$ cat config.mk
export PLATFORM = sky130hd
export DESIGN_NAME = wb_rr_intercon_flat
export DESIGN_NICKNAME = d
export VERILOG_FILES = /design/src/rtl/wb_rr_intercon_if.sv /design/src/rtl/wb_rr_intercon.sv /design/src/flat_wrapper.sv
export SDC_FILE = /design/constraint.sdc
export NUM_CORES = 1
export LEC_CHECK = 0
export CORE_AREA = 2 2 216 218
export CTS_CLUSTER_DIAMETER = 100
export DETAILED_ROUTE_END_ITERATION = 16
export DIE_AREA = 0 0 218 220
export GPL_ROUTABILITY_DRIVEN = 0
export GPL_TIMING_DRIVEN = 0
export PLACE_DENSITY = 0.4
export SLEW_MARGIN = 20
export SYNTH_ARGS = -nofsm -noshare
export SYNTH_HDL_FRONTEND = slang
export SYNTH_SLANG_ARGS = --single-unit
$ cat constraint.sdc
create_clock -name clk -period 2.85 [get_ports clk]
set_clock_uncertainty 0.1 [all_clocks]
set_input_delay 0.57 -clock clk [delete_from_list [all_inputs] [get_ports clk]]
set_output_delay 0.57 -clock clk [all_outputs]
set_load 0.05 [all_outputs]
$ cat src/rtl/wb_rr_intercon_if.sv
// wb_rr_intercon_if: master-side and slave-side Wishbone signal bundle of the shared-bus interconnect
interface wb_rr_intercon_if #(
    parameter int num_masters = 2,
    parameter int num_slaves = 8
);
    logic [num_masters*32-1:0] m_adr_i;
    logic [num_masters*32-1:0] m_dat_i;
    logic [num_masters*4-1:0] m_sel_i;
    logic [num_masters-1:0] m_we_i;
    logic [num_masters-1:0] m_cyc_i;
    logic [num_masters-1:0] m_stb_i;
    logic [31:0] m_dat_o;
    logic [num_masters-1:0] m_ack_o;
    logic [num_masters-1:0] m_err_o;
    logic [num_masters-1:0] m_rty_o;
    logic [31:0] s_adr_o;
    logic [31:0] s_dat_o;
    logic [3:0] s_sel_o;
    logic s_we_o;
    logic [num_slaves-1:0] s_cyc_o;
    logic [num_slaves-1:0] s_stb_o;
    logic [num_slaves*32-1:0] s_dat_i;
    logic [num_slaves-1:0] s_ack_i;
    logic [num_slaves-1:0] s_err_i;
    logic [num_slaves-1:0] s_rty_i;
    modport slave (
        input m_adr_i, m_dat_i, m_sel_i, m_we_i, m_cyc_i, m_stb_i, s_dat_i, s_ack_i, s_err_i, s_rty_i,
        output m_dat_o, m_ack_o, m_err_o, m_rty_o, s_adr_o, s_dat_o, s_sel_o, s_we_o, s_cyc_o, s_stb_o
    );
    modport master (
        output m_adr_i, m_dat_i, m_sel_i, m_we_i, m_cyc_i, m_stb_i, s_dat_i, s_ack_i, s_err_i, s_rty_i,
        input m_dat_o, m_ack_o, m_err_o, m_rty_o, s_adr_o, s_dat_o, s_sel_o, s_we_o, s_cyc_o, s_stb_o
    );
endinterface

$ cat src/rtl/wb_rr_intercon.sv
// wb_rr_intercon: round-robin shared-bus Wishbone interconnect with mask/base decode and bus-error generation
module wb_rr_intercon #(
    parameter int num_masters = 2,
    parameter int num_slaves = 8,
    parameter logic [num_slaves*32-1:0] slave_base = '0,
    parameter logic [num_slaves*32-1:0] slave_mask = '0,
    parameter int timeout = 255
) (
    input logic clk,
    input logic reset,
    wb_rr_intercon_if.slave bus
);
    logic gnt_valid, err_r, any_req, act, own_cyc, own_stb, hit, term, stall, fire;
    logic [1:0] owner, last, winner, mi;
    logic [2:0] sel;
    logic [7:0] tmo_cnt, match, ack_p, err_p, rty_p, cyc8, stb8;
    logic [3:0] cyc_p, stb_p, we_p, ack4, err4, rty4;
    logic [15:0] sel_p;
    logic [127:0] adr_p, dat_p;
    logic [255:0] sdat_p;
    logic [31:0] adr;

    // Pad the per-port vectors to the maximum widths so a 2-bit owner / 3-bit select can index them directly
    assign cyc_p = 4'(bus.m_cyc_i);
    assign stb_p = 4'(bus.m_stb_i);
    assign we_p = 4'(bus.m_we_i);
    assign sel_p = 16'(bus.m_sel_i);
    assign adr_p = 128'(bus.m_adr_i);
    assign dat_p = 128'(bus.m_dat_i);
    assign sdat_p = 256'(bus.s_dat_i);
    assign ack_p = 8'(bus.s_ack_i);
    assign err_p = 8'(bus.s_err_i);
    assign rty_p = 8'(bus.s_rty_i);

    // Nearest requester after last wins; scanning farthest-first lets the nearest overwrite
    always_comb begin
        winner = '0;
        any_req = 1'b0;
        for (int i = num_masters; i >= 1; i--)
            if (cyc_p[2'((int'(last) + i) % num_masters)]) begin
                winner = 2'((int'(last) + i) % num_masters);
                any_req = 1'b1;
            end
    end

    assign mi = gnt_valid ? owner : 2'd0;
    assign adr = adr_p[{mi, 5'd0} +: 32];

    always_comb begin
        match = '0;
        sel = '0;
        for (int k = 0; k < num_slaves; k++)
            match[k] = (adr & slave_mask[k*32 +: 32]) == (slave_base[k*32 +: 32] & slave_mask[k*32 +: 32]);
        for (int k = num_slaves - 1; k >= 0; k--)
            if (match[k]) sel = 3'(k);
    end

    assign hit = |match;
    assign act = gnt_valid & ~reset;
    assign own_cyc = act & cyc_p[owner];
    assign own_stb = own_cyc & stb_p[owner];
    assign cyc8 = (own_cyc & hit) ? 8'd1 << sel : '0;
    assign stb8 = (own_stb & hit) ? 8'd1 << sel : '0;
    assign term = ack_p[sel] | err_p[sel] | rty_p[sel];
    assign stall = own_stb & hit & ~term;
    assign fire = timeout != 0 && stall && tmo_cnt == 8'(timeout);

    always_comb begin
        ack4 = '0;
        err4 = '0;
        rty4 = '0;
        ack4[owner] = act & hit & ack_p[sel];
        rty4[owner] = act & hit & rty_p[sel];
        err4[owner] = ~reset & ((act & hit & err_p[sel]) | err_r);
    end

    assign bus.s_adr_o = adr;
    assign bus.s_dat_o = dat_p[{mi, 5'd0} +: 32];
    assign bus.s_sel_o = sel_p[{mi, 2'd0} +: 4];
    assign bus.s_we_o = we_p[mi];
    assign bus.s_cyc_o = cyc8[num_slaves-1:0];
    assign bus.s_stb_o = stb8[num_slaves-1:0];
    assign bus.m_dat_o = hit ? sdat_p[{sel, 5'd0} +: 32] : '0;
    assign bus.m_ack_o = ack4[num_masters-1:0];
    assign bus.m_err_o = err4[num_masters-1:0];
    assign bus.m_rty_o = rty4[num_masters-1:0];

    always_ff @(posedge clk)
        if (reset) begin
            gnt_valid <= 1'b0;
            owner <= '0;
            last <= 2'(num_masters - 1);
            err_r <= 1'b0;
            tmo_cnt <= '0;
        end else begin
            err_r <= (own_stb & ~hit & ~err_r) | fire;
            tmo_cnt <= (timeout != 0 && stall && !fire) ? tmo_cnt + 8'd1 : '0;
            if (~gnt_valid | ~cyc_p[owner]) begin
                gnt_valid <= any_req;
                if (any_req) begin
                    owner <= winner;
                    last <= winner;
                end
            end
        end
endmodule

$ cat src/flat_wrapper.sv
// flat-port wrapper written by rule: the top's interface ports become plain ports
module wb_rr_intercon_flat 
#(
    parameter int num_masters = 2,
    parameter int num_slaves = 8,
    parameter logic [num_slaves*32-1:0] slave_base = '0,
    parameter logic [num_slaves*32-1:0] slave_mask = '0,
    parameter int timeout = 255
)
  (clk, reset, bus_m_adr_i, bus_m_dat_i, bus_m_sel_i, bus_m_we_i, bus_m_cyc_i, bus_m_stb_i, bus_s_dat_i, bus_s_ack_i, bus_s_err_i, bus_s_rty_i, bus_m_dat_o, bus_m_ack_o, bus_m_err_o, bus_m_rty_o, bus_s_adr_o, bus_s_dat_o, bus_s_sel_o, bus_s_we_o, bus_s_cyc_o, bus_s_stb_o);
  wb_rr_intercon_if #(.num_masters(num_masters), .num_slaves(num_slaves)) bus_i ();
  input logic clk;
  input logic reset;
  input wire logic [$bits(bus_i.m_adr_i)-1:0] bus_m_adr_i;
  input wire logic [$bits(bus_i.m_dat_i)-1:0] bus_m_dat_i;
  input wire logic [$bits(bus_i.m_sel_i)-1:0] bus_m_sel_i;
  input wire logic [$bits(bus_i.m_we_i)-1:0] bus_m_we_i;
  input wire logic [$bits(bus_i.m_cyc_i)-1:0] bus_m_cyc_i;
  input wire logic [$bits(bus_i.m_stb_i)-1:0] bus_m_stb_i;
  input wire logic [$bits(bus_i.s_dat_i)-1:0] bus_s_dat_i;
  input wire logic [$bits(bus_i.s_ack_i)-1:0] bus_s_ack_i;
  input wire logic [$bits(bus_i.s_err_i)-1:0] bus_s_err_i;
  input wire logic [$bits(bus_i.s_rty_i)-1:0] bus_s_rty_i;
  output wire logic [$bits(bus_i.m_dat_o)-1:0] bus_m_dat_o;
  output wire logic [$bits(bus_i.m_ack_o)-1:0] bus_m_ack_o;
  output wire logic [$bits(bus_i.m_err_o)-1:0] bus_m_err_o;
  output wire logic [$bits(bus_i.m_rty_o)-1:0] bus_m_rty_o;
  output wire logic [$bits(bus_i.s_adr_o)-1:0] bus_s_adr_o;
  output wire logic [$bits(bus_i.s_dat_o)-1:0] bus_s_dat_o;
  output wire logic [$bits(bus_i.s_sel_o)-1:0] bus_s_sel_o;
  output wire logic [$bits(bus_i.s_we_o)-1:0] bus_s_we_o;
  output wire logic [$bits(bus_i.s_cyc_o)-1:0] bus_s_cyc_o;
  output wire logic [$bits(bus_i.s_stb_o)-1:0] bus_s_stb_o;
  assign bus_i.m_adr_i = bus_m_adr_i;
  assign bus_i.m_dat_i = bus_m_dat_i;
  assign bus_i.m_sel_i = bus_m_sel_i;
  assign bus_i.m_we_i = bus_m_we_i;
  assign bus_i.m_cyc_i = bus_m_cyc_i;
  assign bus_i.m_stb_i = bus_m_stb_i;
  assign bus_i.s_dat_i = bus_s_dat_i;
  assign bus_i.s_ack_i = bus_s_ack_i;
  assign bus_i.s_err_i = bus_s_err_i;
  assign bus_i.s_rty_i = bus_s_rty_i;
  assign bus_m_dat_o = bus_i.m_dat_o;
  assign bus_m_ack_o = bus_i.m_ack_o;
  assign bus_m_err_o = bus_i.m_err_o;
  assign bus_m_rty_o = bus_i.m_rty_o;
  assign bus_s_adr_o = bus_i.s_adr_o;
  assign bus_s_dat_o = bus_i.s_dat_o;
  assign bus_s_sel_o = bus_i.s_sel_o;
  assign bus_s_we_o = bus_i.s_we_o;
  assign bus_s_cyc_o = bus_i.s_cyc_o;
  assign bus_s_stb_o = bus_i.s_stb_o;
  wb_rr_intercon #(.num_masters(num_masters), .num_slaves(num_slaves), .slave_base(slave_base), .slave_mask(slave_mask), .timeout(timeout)) u_core (.clk(clk), .reset(reset), .bus(bus_i));
endmodule
==> flow_summary.ini <==
[worst_setup_path]
crit_path_end_kind = primary output
crit_path_max_fanout = 2
worst_setup_path_start_kind = primary input
worst_ep_required_time_ns = 2.18
critPathArrivalTime_ns = 2.09
worst-setup-path-type = primary input to primary output

[power]
power_leakage_uw = 0.00197
cellPowerDensity_mw_per_mm2 = 263
ir_drop_mv = 0.142

[floorplan]
core_area_mm2 = 0.0459
fp.dieH_um = 220
initial_cell_density_of_the_core = 0.0397
row_count = 79
ios = 547
die_x_um = 218
dieArea_mm2 = 0.0480

[cells_and_area]
antennaDiodeCount = 0
fill_cells = 5358
layoutNonFillerInstCount = 1072
layout_commonest_cell = clkdlybuf4s50_1
regArea_um2 = 243
layout-drive-gt1-share = 0.305
syn_to_final_growth_pct = 185
final_cell_mix = clkdlybuf4s50_1 (181), dlygate4sd2_1 (64), mux2_2 (61)
layout.nets = 891
multiInputGateArea_mm2 = 0.00122

[global_route]
grt_remaining_overflow = 0
grt_start_max_net_pins = 11
first_global_vias = 2367
global_route_wire_length_before_repair_mm = 13.3
global_route.usage.total = 0.0362
initial_antenna_violation_count = 0

[sta]
report.final.slew_viol_count = 0
max_slew_margin = 0.511
grt_setup_unrepaired = false
timing_worst_slew_pin_value_ns = 0.729
fmax_ghz = 0.363
tns_ns = 0
setup_viol = 0
layout_worst_path_cycle_share = 0.968
finalHoldViolCount = 0
worst_slack_ns = 0.0924
finalCriticalPeriod_ns = 2.76

[routing]
number_of_vias_per_cell_after_detailed_routing = 2.24
vias = 2406
drt.antenna.violating_nets = 0
routed_wire_length_per_instance_um = 9.16
detail_route.drc_violations = 0
wl_mm = 9.82
first_iter_violations = 72
drt_first_pass_iters = 4

[clock_tree]
clk_pin_slew_ns = 0.04
ctsHoldBuffers = 0
number_of_levels_the_h_tree_was_split_into = 1
tritoncts.num_buffers = 3
cts_buffer_depth = 2
cts_root_buffer = clkbuf_16
cts_num_sinks = 12
tritoncts = yes
clk-insertion-delay-late_ns = 0.24

[synth]
synth_cell_types = 32
ys_warn_count = 0
synth-seq-cells = 12
synth_sequential_area_ratio = 0.132
postSynthCellCount = 196
netlist_area_mm2 = 0.00182
synthesis.area_per_instance_um2 = 9.30

[placement]
detailed_place_hpwl_mm = 8.72
placedCellCount = 1070
number_of_port_buffers = 254
placement.setup.worst_slack_ns = -1.30

[run]
drv_cap = 0

[min_path]
hp-class = register to register

[status]
run_status = finished clean
-- registers in the layout (all words and copies together) (netlist names) --
register          flops
u_core.last           1
u_core.tmo_cnt        8
u_core.gnt_valid      1
u_core.owner          1
u_core.err_r          1
-- power breakdown --
part / leakage, uW / switching [uW] / total (uW) / internal, uW
combinational: 0.00183 / 509 / 902 / 393
sequential: 0.0000979 / 6.49 / 178 / 172
clock: 0.0000442 / 78.1 / 290 / 212
-- through the flow --
stage                     instance area [um^2]  utilization  total power, uW  hold slack [ns]
after floorplan                           1870            -              727            0.371
after global placement                    5170        0.113             1140            0.397
after detailed placement                  5170        0.113             1140            0.401
after CTS                                 5210        0.114             1390            0.412
after global routing                      5200        0.113             1430            0.442
final                                     5200        0.113             1370            0.410
-- routing by layer --
metal	vias up	wire, um	global-route usage
met2	174	5240	0.0677
met1	1060	3520	0.0419
met4	0	34	0.00408
li1	1168	-	-
met5	-	0	0
met3	4	1020	0.0101
-- final timing paths --
| check | start | endpoint | slack [ns] | cells past startpoint |
|---|---|---|---|---|
| max | bus_s_err_i[0] | bus_m_err_o[0] | 0.09 | 4 |
| min | u_core.tmo_cnt[6]$_SDFF_PP0_ | u_core.tmo_cnt[6]$_SDFF_PP0_ | 0.41 | 2 |
| min reg2reg | u_core.tmo_cnt[6]$_SDFF_PP0_ | u_core.tmo_cnt[6]$_SDFF_PP0_ | 0.41 | 2 |
| max reg2reg | u_core.tmo_cnt[0]$_SDFF_PP0_ | u_core.err_r$_SDFF_PP0_ | 1.14 | 4 |
-- cell usage after synthesis, drive strengths merged --
master | n | area, um^2
clkbuf | 7 | 26.3
dfxtp | 12 | 240
or4 | 1 | 7.51
nand4 | 1 | 6.26
a211oi | 2 | 25.0
nand2 | 4 | 15.0
mux2i | 1 | 10.0
o21ai | 6 | 30.0
mux2 | 70 | 788
a21o | 2 | 15.0
nand3 | 3 | 15.0
and3 | 2 | 12.5
or4b | 1 | 10.0
xnor2 | 1 | 8.76
nor3b | 4 | 35.0
a22oi | 1 | 7.51
ha | 1 | 12.5
nor2 | 4 | 15.0
a21bo | 1 | 10.0
nand2b | 1 | 6.26
nor2b | 5 | 31.3
or3 | 3 | 18.8
conb | 1 | 3.75
xor2 | 2 | 17.5
a21oi | 2 | 10.0
nor3 | 6 | 55.1
buf | 52 | 390
-- worst max-delay path, stage by stage --
cell and delay (ns):
clkdlybuf4s50_1 0.47, a21oi_1 0.08, nor3_1 0.14, clkdlybuf4s50_1 0.82
-- logic make-up (layout without fill, tap and decap cells) --
group / Yosys count / after routing / synth area share
AO/OA/AOI/OAI: 14 / 14 / 0.0535
XOR/XNOR: 3 / 3 / 0.0144
adder cells (fa/ha/maj): 1 / 1 / 0.00686
buffers and inverters: 59 / 315 / 0.229
flip-flops: 12 / 12 / 0.132
multiplexers: 71 / 71 / 0.438
other: 1 / 14 / 0.00206
AND/OR/NAND/NOR: 35 / 35 / 0.125
-- cell type report --
| class | instances | area share |
|---|---|---|
| Multi-Input combinational cell | 138 | 0.235 |
| Buffer | 57 | 0.0820 |
| Clock buffer | 4 | 0.0171 |
| Sequential cell | 12 | 0.0467 |
| Timing Repair Buffer | 254 | 0.473 |
| Tap cell | 607 | 0.146 |
-- what timing repair did --
item,4_1_cts,5_1_grt
endpoints found under the setup margin,73,3
resized for setup,99,5
setup buffers,0,0
No activity file was read; power rests on OpenSTA's default activity.
